<file path="src/rtl/uart_alu_host.sv">
`timescale 1ns/1ps
// Host-side sequencer for the UART-ALU link: sends operand A, operand B and op code, then captures the result byte.
// SEND_A follows i_start by one cycle; each byte waits for the uart tx done tick; response wait is bounded by TIMEOUT_CYCLES.
module uart_alu_host #(
  parameter int NB_DATA        = 8,
  parameter int NB_CODE        = 6,
  parameter int NB_TIMEOUT     = 22,
  parameter int TIMEOUT_CYCLES = 3200000
) (
  input  logic               i_clk,
  input  logic               i_reset,
  input  logic               i_start,
  input  logic [NB_DATA-1:0] i_data_a,
  input  logic [NB_DATA-1:0] i_data_b,
  input  logic [NB_CODE-1:0] i_op_code,
  output logic               o_tx_start,
  output logic [NB_DATA-1:0] o_tx_data,
  input  logic               i_tx_done_tick,
  input  logic               i_rx_done_tick,
  input  logic [NB_DATA-1:0] i_rx_data,
  output logic               o_busy,
  output logic               o_done,
  output logic               o_timeout,
  output logic [NB_DATA-1:0] o_result
);

  typedef enum logic [3:0] {
    IDLE, SEND_A, WAIT_A, SEND_B, WAIT_B, SEND_OP, WAIT_OP, WAIT_RES, DONE
  } state_t;

  localparam logic [NB_TIMEOUT-1:0] CNT_LAST = NB_TIMEOUT'(TIMEOUT_CYCLES - 1);

  state_t              state, state_next;
  logic [NB_DATA-1:0]  data_a_q, data_b_q, op_q;
  logic [NB_TIMEOUT-1:0] cnt;
  logic                cnt_last;
  logic [NB_DATA-1:0]  op_ext;

  logic                tx_start_nxt, busy_nxt, done_nxt, timeout_nxt;
  logic [NB_DATA-1:0]  tx_data_nxt, result_nxt;

  assign cnt_last = (cnt == CNT_LAST);
  assign op_ext   = {{(NB_DATA-NB_CODE){1'b0}}, i_op_code};

  always_ff @(posedge i_clk or posedge i_reset) begin
    if (i_reset) state <= IDLE;
    else         state <= state_next;
  end

  always_comb begin
    state_next = state;
    case (state)
      IDLE:     if (i_start) state_next = SEND_A;
      SEND_A:   state_next = WAIT_A;
      WAIT_A:   if (i_tx_done_tick) state_next = SEND_B;
      SEND_B:   state_next = WAIT_B;
      WAIT_B:   if (i_tx_done_tick) state_next = SEND_OP;
      SEND_OP:  state_next = WAIT_OP;
      WAIT_OP:  if (i_tx_done_tick) state_next = WAIT_RES;
      // a result arriving on the terminal count takes priority over the timeout
      WAIT_RES: if (i_rx_done_tick) state_next = DONE;
                else if (cnt_last)  state_next = IDLE;
      DONE:     state_next = IDLE;
      default:  state_next = IDLE;
    endcase
  end

  // Outputs are decoded from the next state so the registered copies line up with the state they describe.
  always_comb begin
    tx_start_nxt = 1'b0;
    tx_data_nxt  = o_tx_data;
    busy_nxt     = (state_next != IDLE);
    done_nxt     = (state_next == DONE);
    timeout_nxt  = (state == WAIT_RES) && !i_rx_done_tick && cnt_last;
    result_nxt   = o_result;
    case (state_next)
      SEND_A:  begin tx_start_nxt = 1'b1; tx_data_nxt = i_data_a; end
      SEND_B:  begin tx_start_nxt = 1'b1; tx_data_nxt = data_b_q; end
      SEND_OP: begin tx_start_nxt = 1'b1; tx_data_nxt = op_q;     end
      default: ;
    endcase
    if ((state == WAIT_RES) && i_rx_done_tick) result_nxt = i_rx_data;
  end

  always_ff @(posedge i_clk or posedge i_reset) begin
    if (i_reset) begin
      data_a_q   <= '0;
      data_b_q   <= '0;
      op_q       <= '0;
      cnt        <= '0;
      o_tx_start <= 1'b0;
      o_tx_data  <= '0;
      o_busy     <= 1'b0;
      o_done     <= 1'b0;
      o_timeout  <= 1'b0;
      o_result   <= '0;
    end else begin
      if ((state == IDLE) && i_start) begin
        data_a_q <= i_data_a;
        data_b_q <= i_data_b;
        op_q     <= op_ext;
      end
      cnt        <= (state == WAIT_RES) ? cnt + NB_TIMEOUT'(1) : '0;
      o_tx_start <= tx_start_nxt;
      o_tx_data  <= tx_data_nxt;
      o_busy     <= busy_nxt;
      o_done     <= done_nxt;
      o_timeout  <= timeout_nxt;
      o_result   <= result_nxt;
    end
  end

endmodule

</file>
<file path="config.mk">
export PLATFORM = sky130hd
export DESIGN_NAME = uart_alu_host
export DESIGN_NICKNAME = d
export VERILOG_FILES = /design/src/rtl/uart_alu_host.sv
export SDC_FILE = /design/constraint.sdc
export NUM_CORES = 1
export LEC_CHECK = 0
export BUFFER_PORTS_ARGS = -buffer_cell sky130_fd_sc_hd__buf_2
export CAP_MARGIN = 25
export CORE_AREA = 4 4 77 79
export DETAILED_ROUTE_END_ITERATION = 12
export DIE_AREA = 0 0 81 83
export GPL_TIMING_DRIVEN = 0
export PLACE_DENSITY_LB_ADDON = 0.25
export RECOVER_POWER = 25
export SLEW_MARGIN = 20
export SYNTH_ARGS = -nofsm -noshare
export SYNTH_HDL_FRONTEND = slang
export SYNTH_SLANG_ARGS = --single-unit
</file>
<file path="constraint.sdc">
create_clock -name i_clk -period 6.1 [get_ports i_clk]
set_input_delay 1.525 -clock i_clk [delete_from_list [all_inputs] [get_ports i_clk]]
set_output_delay 1.525 -clock i_clk [all_outputs]
set_load 0.03 [all_outputs]
</file>
# Word-level counts from Yosys, hierarchy flattened
# Index checks and enable logic that the tools add are counted.
# Widths: inputs -> output; s select.
[op_classes]
reduce_logical = 9
eq_ne = 12
muxes = 10
add_sub_neg = 1
[op_table]
columns = ["operator", "count"]
rows = [
  ["$pmux 4 s8", 1],
  ["$mux 4", 6],
  ["$pmux 8 s3", 1],
  ["$add 22x1->22 const B", 1],
  ["$eq 22x22->1 const B", 1],
  ["$mux 22", 1],
  ["$eq 4x3->1 const B", 5],
  ["$eq 4x2->1 const B", 3],
  ["$eq 4x1->1 const B", 2],
  ["$eq 4x4->1 const B", 1],
  ["$logic_and 1x1->1", 4],
  ["$logic_not 4->1", 1],
  ["$reduce_bool 4->1", 1],
  ["$reduce_bool 3->1", 1],
  ["$reduce_or 3->1", 1],
  ["$logic_not 1->1", 1],
  ["$mux 1", 1],
]
[word_totals]
wordCells = 42
reg_bits = 60
input_bits = 35

# Longest topological paths before layout
# Gate-level depths: netlist of the first run.
[logic_depth]
word_depth = 7
depth_mapped = 6

# Least setup slack after synthesis of the first run
# No wires, ideal clock.
[synth_timing]
path_kind = "input to register"
start = "in i_tx_done_tick"
end = "reg o_tx_data[0]"
path_stages = 6
setup_time_ps = 128
path_slack_ps = 3499
required_ps = 5972
t_arrival_ps = 2473
n_path_buf = 2
cell_sequence = "and4bb_1 buf_4 nand2_1 o41a_1 buf_4 mux2_1"
[synth_between]
elab_chain_cells = 4
elab_cells_between_ends = 9
[synth_rtl]
columns = ["item", "line_no", "rtl"]
rows = [
  ["start, declared", "18", "input logic i_tx_done_tick,"],
  ["$mux 4, on equally long branches", "59, 55, 57", ""],
  ["$pmux 4 s8 (*)", "52", "case (state)"],
  ["$eq 4x3->1 (tied with other cells)", "76", "case (state_next)"],
  ["$pmux 8 s3 or $reduce_bool 3->1 (tied branches)", "n/a", ""],
  ["end signal, assigned", "105", "o_tx_data <= tx_data_nxt;"],
  ["end, declared", "17", "output logic [NB_DATA-1:0] o_tx_data,"],
]
# Every way passes the cells marked *; elsewhere a longest branch is shown, timed or not.
# A chain may end at the register's enable or synchronous reset.

# Worst setup path after layout of the first run
# Same ends and word-level chain as after synthesis.

==> reports/qor.yml, run 1 <==
status: "finished, final reports clean"
clock-skew-final_ps: 8.312
hold_violations: 0
tns_ps: 0
drt_iter0_markers: 112
cts-resized-gates: 0
grt_pass1_wl_um: 9701
avgSynthCellArea_um2: 11.17
place_hpwl_um: 4173
drc: 0
cp_max_fo: 7
wl_per_cell_um: 14.44
grt_max_degree: 40
ir_drop_uv: 297.8
cp_top_family: "simple AND/OR/NAND/NOR gates"
die_x_um: 81
fill_cells: 433
r2r_end: "o_tx_data[0]"
min_to: "cnt[0]"
synthToLayoutAreaGrowth_pct: 21.31
synth_cells: 254
slowest_delay_ps: 380
final_common_cell: "dfrtp_1"
crit_arrival_ps: 2730
p_leak_nw: 1.565
ios: 55
die_h_um: 83
drive_above_1_share_pct: 27.47
async_flop_share_pct: 100.0
num_rows: 27
clockBufferDepth: 2
synth_area_mm2: 0.002836
slew_headroom_pct: 33.46
r2r_start: "state[0]"
post-cts-setup-buffers: 0
synth-edff-count: 0
drv_cap: 0
first_global_vias: 2187
timing.fmax_ghz: 0.3984
coreArea_mm2: 0.005338
synth_warnings: 0
pre_cts_slack_ps: 3265
num_vias: 2147
rsz0062_at_grt: "false"
maxSlewViolCount: 0
reg2reg_setup_slack_ps: 4280
synth-main-ff-cell: "dfrtp_1"
cts_sinks: 60
finalWorstSetupSlack_ps: 3590
design_power_total_mw: 1.467
synth_seq_area_share_pct: 52.93
crit_path_cell_trace: "buf_2, nor4b_4, and2_1, o311ai_1, mux2_1"
wl_um: 5718
postSynthNetCount: 290
gp_congestion: 0.7560
crit_cells: 5
antenna_found_initial: 0
gr-total-overflow: 0
worst_ep_required_time_ps: 6320
globalRouteTotalUtil_pct: 18.37
final_nets: 356
layout_common_cells: "dfrtp_1, buf_2, nand3_1, mux2_1, nor2_1"
min_period_ps: 2510
diodes: 0
root_buffer: "clkbuf_8"
io_buffers: 54
cp-start-kind: "input port"
ys_ff_latch: 60
cp.buffers_inverters: 1
path_clk_slew_ps: 70
yosys.cell_types.count: 40
final_antenna_net_count: 0
critPathKind: "input port to flop"
ctsHoldBuffers: 0
power_density_mw_per_mm2: 426.3
hp-class: "flop to flop"
setup_viol_count_final: 0
die_area_mm2: 0.006723
worstMarginPinSlew_ps: 992.7
numCtsBuffers: 9
crit_path_end_kind: "flop"
min-delay-start: "cnt[0]"
period_share_pct: 41.15
whs_path_depth: 1
start_util_pct: 53.14
cts_tree: "yes"
clock_latency_ps: 340
drt_first_pass_iters: 4
critPathSlowestCell: "nor4b_4"
htree_levels: 3
r2r_cells: 4
via_per_inst: 5.422
cell usage after synthesis (all sizes together), types with 2 or more instances:
master,count,area [um^2]
o311ai,6,52.55
a41o,2,20.02
and4,3,28.78
buf,8,56.30
mux2,28,315.3
a211oi,2,15.01
a221o,2,20.02
and2,9,56.30
inv,13,48.80
or4,7,52.55
xnor2,5,43.79
and3,3,20.02
clkbuf,3,11.26
nor2,21,78.83
nor3,5,30.03
nor4,2,12.51
xor2,5,43.79
o21ai,2,10.01
mux2i,3,30.03
nand3,22,110.1
dfrtp,60,1501
nand2b,2,12.51
o31ai,6,45.04
nand2,14,60.06
nand4,4,25.02
a21oi,8,40.04
or3,3,18.77
state kept, by name (all words and copies together) (netlist names):
name and cells:
cnt 22, data_b_q 8, o_busy 1, o_done 1, o_result 8, o_timeout 1, o_tx_data 8, o_tx_start 1
op_q 6, state 4
where the power goes:
| group | switching [mW] | internal [mW] |
|---|---|---|
| logic | 0.288 | 0.187 |
| registers | 0.0715 | 0.519 |
| clock network | 0.152 | 0.249 |
cell type report:
class / count / area [um^2] / area share, %
inverter: 13 / 50.05 / 1.455
clock buffer: 11 / 151.4 / 4.400
buffer: 11 / 67.56 / 1.964
tap: 72 / 90.09 / 2.618
timing repair buffer: 55 / 289.0 / 8.400
clock inverter: 4 / 72.57 / 2.109
multi-input combinational: 170 / 1219 / 35.42
sequential: 60 / 1501 / 43.64
cells by family (layout without fill, tap and decap cells):
logic type      Yosys count  in the layout  synth area share (%)
mux                      31             31                 12.17
xor+xnor                 10             10                 3.088
fa+ha+maj                 1              1                0.4410
compound gates           31             31                 8.160
simple gates             97             97                 19.10
flops                    60             60                 52.93
buf+inv                  24             94                 4.102
worst max-delay path by stage:
stage	startpoint	slack, ps	endpoint
floorplan	i_reset	3090	cnt[0]
global placement	i_reset	2330	o_tx_start
detailed placement	i_tx_done_tick	3260	o_tx_data[0]
CTS	i_tx_done_tick	3620	o_tx_data[0]
global route	i_tx_done_tick	3510	o_tx_data[3]
finish	i_tx_done_tick	3590	o_tx_data[0]
stage by stage:
stage                     hold slack (ps)  std cells  utilization [%]  instance area [um^2]
final                               453.7        396            64.46                  3441
after detailed placement            448.9        381            60.31                  3219
after floorplan                     424.5        254                -                  2836
after global routing                487.3        396            64.46                  3441
after CTS                           457.2        396            64.51                  3443
after global placement              438.9        380            59.89                  3197
metal layers:
layer	global-route usage, %	share of wire, %
met1	24.29	46
met2	28.53	47
met3	4.121	5.2
met4	8.295	1.5
met5	0	0
No activity file was read; power rests on OpenSTA's default activity.
==> run 2, diff against run 1 <==
--- a/config.mk
+++ b/config.mk
@@ -7,9 +7,9 @@
 export LEC_CHECK = 0
 export BUFFER_PORTS_ARGS = -buffer_cell sky130_fd_sc_hd__buf_2
 export CAP_MARGIN = 25
-export CORE_AREA = 4 4 77 79
+export CORE_AREA = 4 4 82 84
 export DETAILED_ROUTE_END_ITERATION = 12
-export DIE_AREA = 0 0 81 83
+export DIE_AREA = 0 0 86 88
 export GPL_TIMING_DRIVEN = 0
 export PLACE_DENSITY_LB_ADDON = 0.25
 export RECOVER_POWER = 25
==> constraint.sdc (replaced) <==
create_clock -name i_clk -period 2.3 [get_ports i_clk]
set_input_delay 0.575 -clock i_clk [delete_from_list [all_inputs] [get_ports i_clk]]
set_output_delay 0.575 -clock i_clk [all_outputs]
set_load 0.03 [all_outputs]
==> run 2 against run 1 <==
Compared with the run above:
- design area is 0.44% higher
- global-route usage is 0.80 points lower
- total power grew to 2.7 times the previous value
- combinational power grew to 2.7 times the previous value
- sequential share of layout area is 0.19 points lower
- sequential cell count stayed put
- cell count is 1.0% higher
- largest power group unchanged
==> reports/qor.yml, run 2 (same netlist as run 1, synthesis figures left out) <==
status: "finished, final reports clean"  # unchanged
die_h_um: 88  # was 83 um
intPower_mw: 2.618  # was 0.9549 mW
num_rows: 28  # was 27
htree_levels: 3  # unchanged
gp_congestion: 0.8377  # was 0.7560
power_switching_share_pct: 34.95  # was 34.90%
crit_arrival_ps: 2080  # was 2730 ps
slowest_delay_ps: 510  # was 380 ps
antenna_found_initial: 0  # unchanged
synthToLayoutAreaGrowth_pct: 21.83  # was 21.31%
power_density_mw_per_mm2: 1165  # was 426.3 mW/mm^2
p_sw_mw: 1.407  # was 0.5120 mW
ctsHoldBuffers: 0  # unchanged
top_register: "cnt"  # unchanged
hp-class: "input port to asynchronous set/reset pin"  # was flop to flop
numCtsBuffers: 9  # unchanged
grt_max_degree: 55  # was 40
clock_latency_ps: 340  # about the same
design_area_mm2: 0.003456  # was 0.003441 mm^2
die_x_um: 86  # was 81 um
ir_drop_uv: 751.4  # was 297.8 uV
period_share_pct: 80.60
path_clk_slew_ps: 70  # about the same
wl_um: 6054  # was 5718 um
globalRouteTotalUtil_pct: 17.56  # was 18.37%
grt_pass1_wl_um: 10200  # was 9701 um
drt_iter0_markers: 98  # was 112
cts_tree: "yes"  # unchanged
num_vias: 2140  # was 2,147
drive_above_1_share_pct: 28.00  # was 27.47%
final_nets: 356  # unchanged
ios: 55  # unchanged
io_buffers: 54  # unchanged
critPathKind: "flop to flop"  # was input port to flop
pwr-share-seq_pct: 39.2  # was 40.3%
timing.fmax_ghz: 0.5395
clock-skew-final_ps: 10.74  # was 8.312 ps
dpl-instance-area_mm2: 0.003231  # was 0.003219 mm^2
cts_sinks: 60  # unchanged
critPathSlowestCell: "nor4b_4"  # unchanged
largest_reg_flops: 22  # unchanged
min_period_ps: 1854
layout_common_cells: "dfrtp_1, buf_2, nand3_1, mux2_1, nor2_1"  # unchanged
coreArea_mm2: 0.005921  # was 0.005338 mm^2
die_area_mm2: 0.007568  # was 0.006723 mm^2
cp-start-kind: "flop"  # was input port
tns_ps: 0  # unchanged
drt_first_pass_iters: 4  # unchanged
final_antenna_net_count: 0  # unchanged
setup_viol_count_final: 0  # unchanged
post-cts-setup-buffers: 0  # unchanged
rsz0062_at_grt: "false"  # unchanged
drv_cap: 0  # unchanged
hold_violations: 0  # unchanged
root_buffer: "clkbuf_8"  # unchanged
crit_path_cell_trace: "nor4b_4, and2_1, o311ai_1, mux2_1"  # was buf_2, nor4b_4, and2_1, o311ai_1, mux2_1
cp_max_fo: 8  # was 7
drc: 0  # unchanged
wl_per_cell_um: 15.14  # was 14.44 um
clockPowerShare_pct: 29.2  # was 27.4%
crit_path_end_kind: "flop"  # unchanged
worstMarginPinSlew_ps: 1320  # was 992.7 ps
diodes: 0  # unchanged
p_leak_nw: 1.575  # was 1.565 nW
worst_ep_required_time_ps: 2530  # was 6320 ps
place_hpwl_um: 4297  # was 4173 um
via_per_inst: 5.350  # was 5.422
start_util_pct: 47.91  # was 53.14%
slew_headroom_pct: 11.97  # was 33.46%
maxSlewViolCount: 0  # unchanged
clockBufferDepth: 2  # unchanged
final_common_cell: "dfrtp_1"  # unchanged
gr-total-overflow: 0  # unchanged
comb_power_share_pct: 31.6  # was 32.4%
cts-resized-gates: 0  # unchanged
design_power_total_mw: 4.024  # was 1.467 mW
first_global_vias: 2196  # was 2,187
-- run 2: area by class of cell --
type | instances | area (um^2)
Clock inverter | 6 | 111.4
Buffer | 11 | 67.56
Sequential cell | 60 | 1501
Tap cell | 75 | 93.84
Timing Repair Buffer | 55 | 275.3
Inverter | 13 | 50.05
Fill cell | 518 | 2465
Multi-Input combinational cell | 170 | 1219
Clock buffer | 10 | 137.6
-- run 2: worst paths after layout --
| check | from | end | slack (ps) | depth (start not counted) |
|---|---|---|---|---|
| setup / recovery | state[0] | o_tx_data[4] | 450 | 4 |
| hold / removal | i_reset | o_result[3] | 140 | 2 |
| setup reg to reg | state[0] | o_tx_data[4] | 450 | 4 |
| hold reg to reg | cnt[0] | cnt[0] | 460 | 1 |
| max in group asynchronous | i_reset | o_timeout | 620 | 3 |
| min in group i_clk | i_op_code[0] | op_q[0] | 440 | 2 |
-- run 2: critical path, delay by kind of cell, from the launching register on --
kind            cells  cell delay (ps)
compound gates      1              110
flops               1              480
mux                 1              290
simple gates        2              860
-- run 2: layer usage --
layer  up-vias  global-route usage [%]  wire length, um
met4         0                   6.043               80
met1      1033                   22.02             2677
li1       1049                       -                -
met5         -                       0                0
met2        52                   28.24             2933
met3         6                   6.303              362
-- run 2: power by group through the flow --
stage	logic [mW]	registers, mW	clock network, mW
global placement	1.26	1.57	0
CTS	1.30	1.58	1.22
global route	1.39	1.63	1.27
floorplan	0.617	1.87	0
detailed placement	1.30	1.59	0
finish	1.27	1.58	1.18
-- run 2: metrics by stage --
step                utilization (%)  worst slack (ps)  hold WS [ps]  instances
finish                        58.37             446.3         144.5        400
global route                  58.37             313.9         139.0        400
CTS                           58.77             452.8         89.03        400
detailed placement            54.56             334.5         453.9        384
global placement              54.06            -536.0         441.2        383
floorplan                         -             240.3         424.5        254
==> run 3, diff against run 2 <==
==> constraint.sdc (replaced) <==
create_clock -name i_clk -period 1.5 [get_ports i_clk]
set_input_delay 0.375 -clock i_clk [delete_from_list [all_inputs] [get_ports i_clk]]
set_output_delay 0.375 -clock i_clk [all_outputs]
set_load 0.03 [all_outputs]
==> run 3 against run 2 <==
Compared with the run above:
- the flow now finishes with violations (negative setup slack)
- count of clock-buffer cells in the layout unchanged
- worst setup slack lost 610 ps
- sequential cell count unchanged
- sequential power grew 54%
- total power rose by 56%
- non-clock buffer count up 34
- clock skew decreased by 0.90 ps
- via count increased by 12%
- first-iteration DRC count up 71%
- die area unchanged
- critical path type unchanged
- largest power group unchanged
==> reports/qor.yml, run 3 (same netlist as run 1, synthesis figures left out) <==
status: "finished, violations left"  # was finished, final reports clean
violations: "negative setup slack"
place_hpwl_um: 4395  # was 4297 um
first_global_vias: 2393  # was 2,196
die_area_mm2: 0.007568  # unchanged
clock-skew-final_ps: 9.845  # was 10.74 ps
worstMarginPinSlew_ps: 671.6  # was 1320 ps
pre_cts_slack_ps: -236.6  # was 334.5 ps
cts_sinks: 60  # unchanged
power_density_mw_per_mm2: 1581  # was 1165 mW/mm^2
drv_cap: 0  # unchanged
slew_headroom_pct: 54.98  # was 11.97%
layout_common_cells: "dfrtp_1, buf_2, buf_4"  # was dfrtp_1, buf_2, nand3_1, mux2_1, nor2_1
start_util_pct: 47.91  # unchanged
drt_first_pass_iters: 4  # unchanged
hp-class: "input port to flop"  # was input port to asynchronous set/reset pin
maxSlewViolCount: 0  # unchanged
gr-total-overflow: 0  # unchanged
hold_ws_ps: 237.4  # was 144.5 ps
timing.fmax_ghz: 0.6006  # was 0.5395 GHz
crit_arrival_ps: 1890  # was 2080 ps
setup_viol_count_final: 32  # was 0
num_vias: 2396  # was 2,140
final_common_cell: "dfrtp_1"  # unchanged
critPathKind: "flop to flop"  # unchanged
worst_ep_required_time_ps: 1730  # was 2530 ps
antenna_found_initial: 0  # unchanged
io_buffers: 54  # unchanged
die_h_um: 88  # unchanged
cp_max_fo: 8  # unchanged
grt_max_degree: 28  # was 55
min_period_ps: 1665  # was 1854 ps
grt_pass1_wl_um: 11230  # was 10,200 um
clock_latency_ps: 340  # about the same
wl_um: 7156  # was 6054 um
htree_levels: 3  # unchanged
root_buffer: "clkbuf_8"  # unchanged
diodes: 0  # unchanged
globalRouteTotalUtil_pct: 19.42  # was 17.56%
num_rows: 28  # unchanged
synthToLayoutAreaGrowth_pct: 39.79  # was 21.83%
drt_iter0_markers: 168  # was 98
cp-start-kind: "flop"  # unchanged
ir_drop_uv: 1087  # was 751.4 uV
design_power_total_mw: 6.270  # was 4.024 mW
hold_violations: 0  # unchanged
die_x_um: 86  # unchanged
critPathSlowestCell: "dfrtp_2"  # was nor4b_4
final_nets: 391  # was 356
via_per_inst: 5.508  # was 5.350
slowest_delay_ps: 460  # was 510 ps
period_share_pct: 111.0  # was 80.60%
clockBufferDepth: 2  # unchanged
finalWorstSetupSlack_ps: -165.1  # was 446.3 ps
drive_above_1_share_pct: 47.22  # was 28.00%
cts_tree: "yes"  # unchanged
wl_per_cell_um: 16.45  # was 15.14 um
crit_path_cell_trace: "buf_6, nor4b_4, and2_4, o311ai_2, mux2_4"  # was nor4b_4, and2_1, o311ai_1, mux2_1
coreArea_mm2: 0.005921  # unchanged
top_register: "cnt"  # unchanged
largest_reg_flops: 22  # unchanged
tns_ps: -2371  # was 0 ps
p_leak_nw: 1.818  # was 1.575 nW
crit_path_end_kind: "flop"  # unchanged
ios: 55  # unchanged
dpl-instance-area_mm2: 0.003278  # was 0.003231 mm^2
drc: 0  # unchanged
rsz0062_at_grt: "true"  # was false
path_clk_slew_ps: 70  # about the same
gp_congestion: 0.8233  # was 0.8377
numCtsBuffers: 9  # unchanged
design_area_mm2: 0.003965  # was 0.003456 mm^2
final_antenna_net_count: 0  # unchanged
-- run 3: cell count changes in the layout (fill, tap and decap cells not counted), sizes merged --
cell	previous run	this run
buf	62	95
dlygate4sd3	0	1
bufinv	3	1
clkinv	2	5
and2	9	10
clkinvlp	2	1
-- run 3: area by class of cell --
| type | count | area [um^2] |
|---|---|---|
| Buffer | 9 | 75.07 |
| Clock buffer | 10 | 127.6 |
| Clock inverter | 6 | 55.05 |
| Fill cell | 476 | 1956 |
| Inverter | 13 | 50.05 |
| Multi-Input combinational cell | 171 | 1465 |
| Sequential cell | 60 | 1508 |
| Tap cell | 75 | 93.84 |
| Timing Repair Buffer | 91 | 590.6 |
-- run 3: through the flow --
stage                     cells  utilization, %
after floorplan             254               -
after global placement      383           54.56
after detailed placement    385           55.37
after CTS                   417           62.70
after global routing        435           66.97
final                       435           66.97
-- run 3: what timing repair did --
action / 4_1_cts / 5_1_grt
gates resized for setup: 35 / 31
hold endpoints to repair: 1 / 0
gates cloned: 0 / 3
setup endpoints to repair: 40 / 50
setup buffers: 16 / 16
hold buffers: 1 / 0
pin swaps: 14 / 15
-- run 3: per-layer routing --
metal | vias to the layer above | GRT usage, % | wire [um]
li1 | 1120 | - | -
met1 | 1189 | 25.31 | 3191
met2 | 68 | 29.36 | 3420
met3 | 19 | 4.986 | 373
met4 | 0 | 11.22 | 170
met5 | - | 0 | 0
-- run 3: worst paths after layout --
kind	slack (ps)	start	to	cells past startpoint
max	-170	state[1]	o_tx_data[3]	5
min	240	i_op_code[0]	op_q[0]	2
max reg2reg	-170	state[1]	o_tx_data[3]	5
min reg2reg	480	o_result[3]	o_result[3]	1
max in group asynchronous	150	i_reset	state[0]	5
min in group asynchronous	630	i_reset	op_q[3]	3
-- run 3: report_power, final --
group	internal, mW	switching [mW]
clock	0.753	0.648
combinational	1.07	1.36
sequential	2.12	0.315
-- run 3: worst max-delay path, delay by kind of cell, from the launching register on --
family	cells	cell delay [ps]
simple gates	2	570
buf+inv	1	140
mux	1	280
flops	1	460
compound gates	1	100
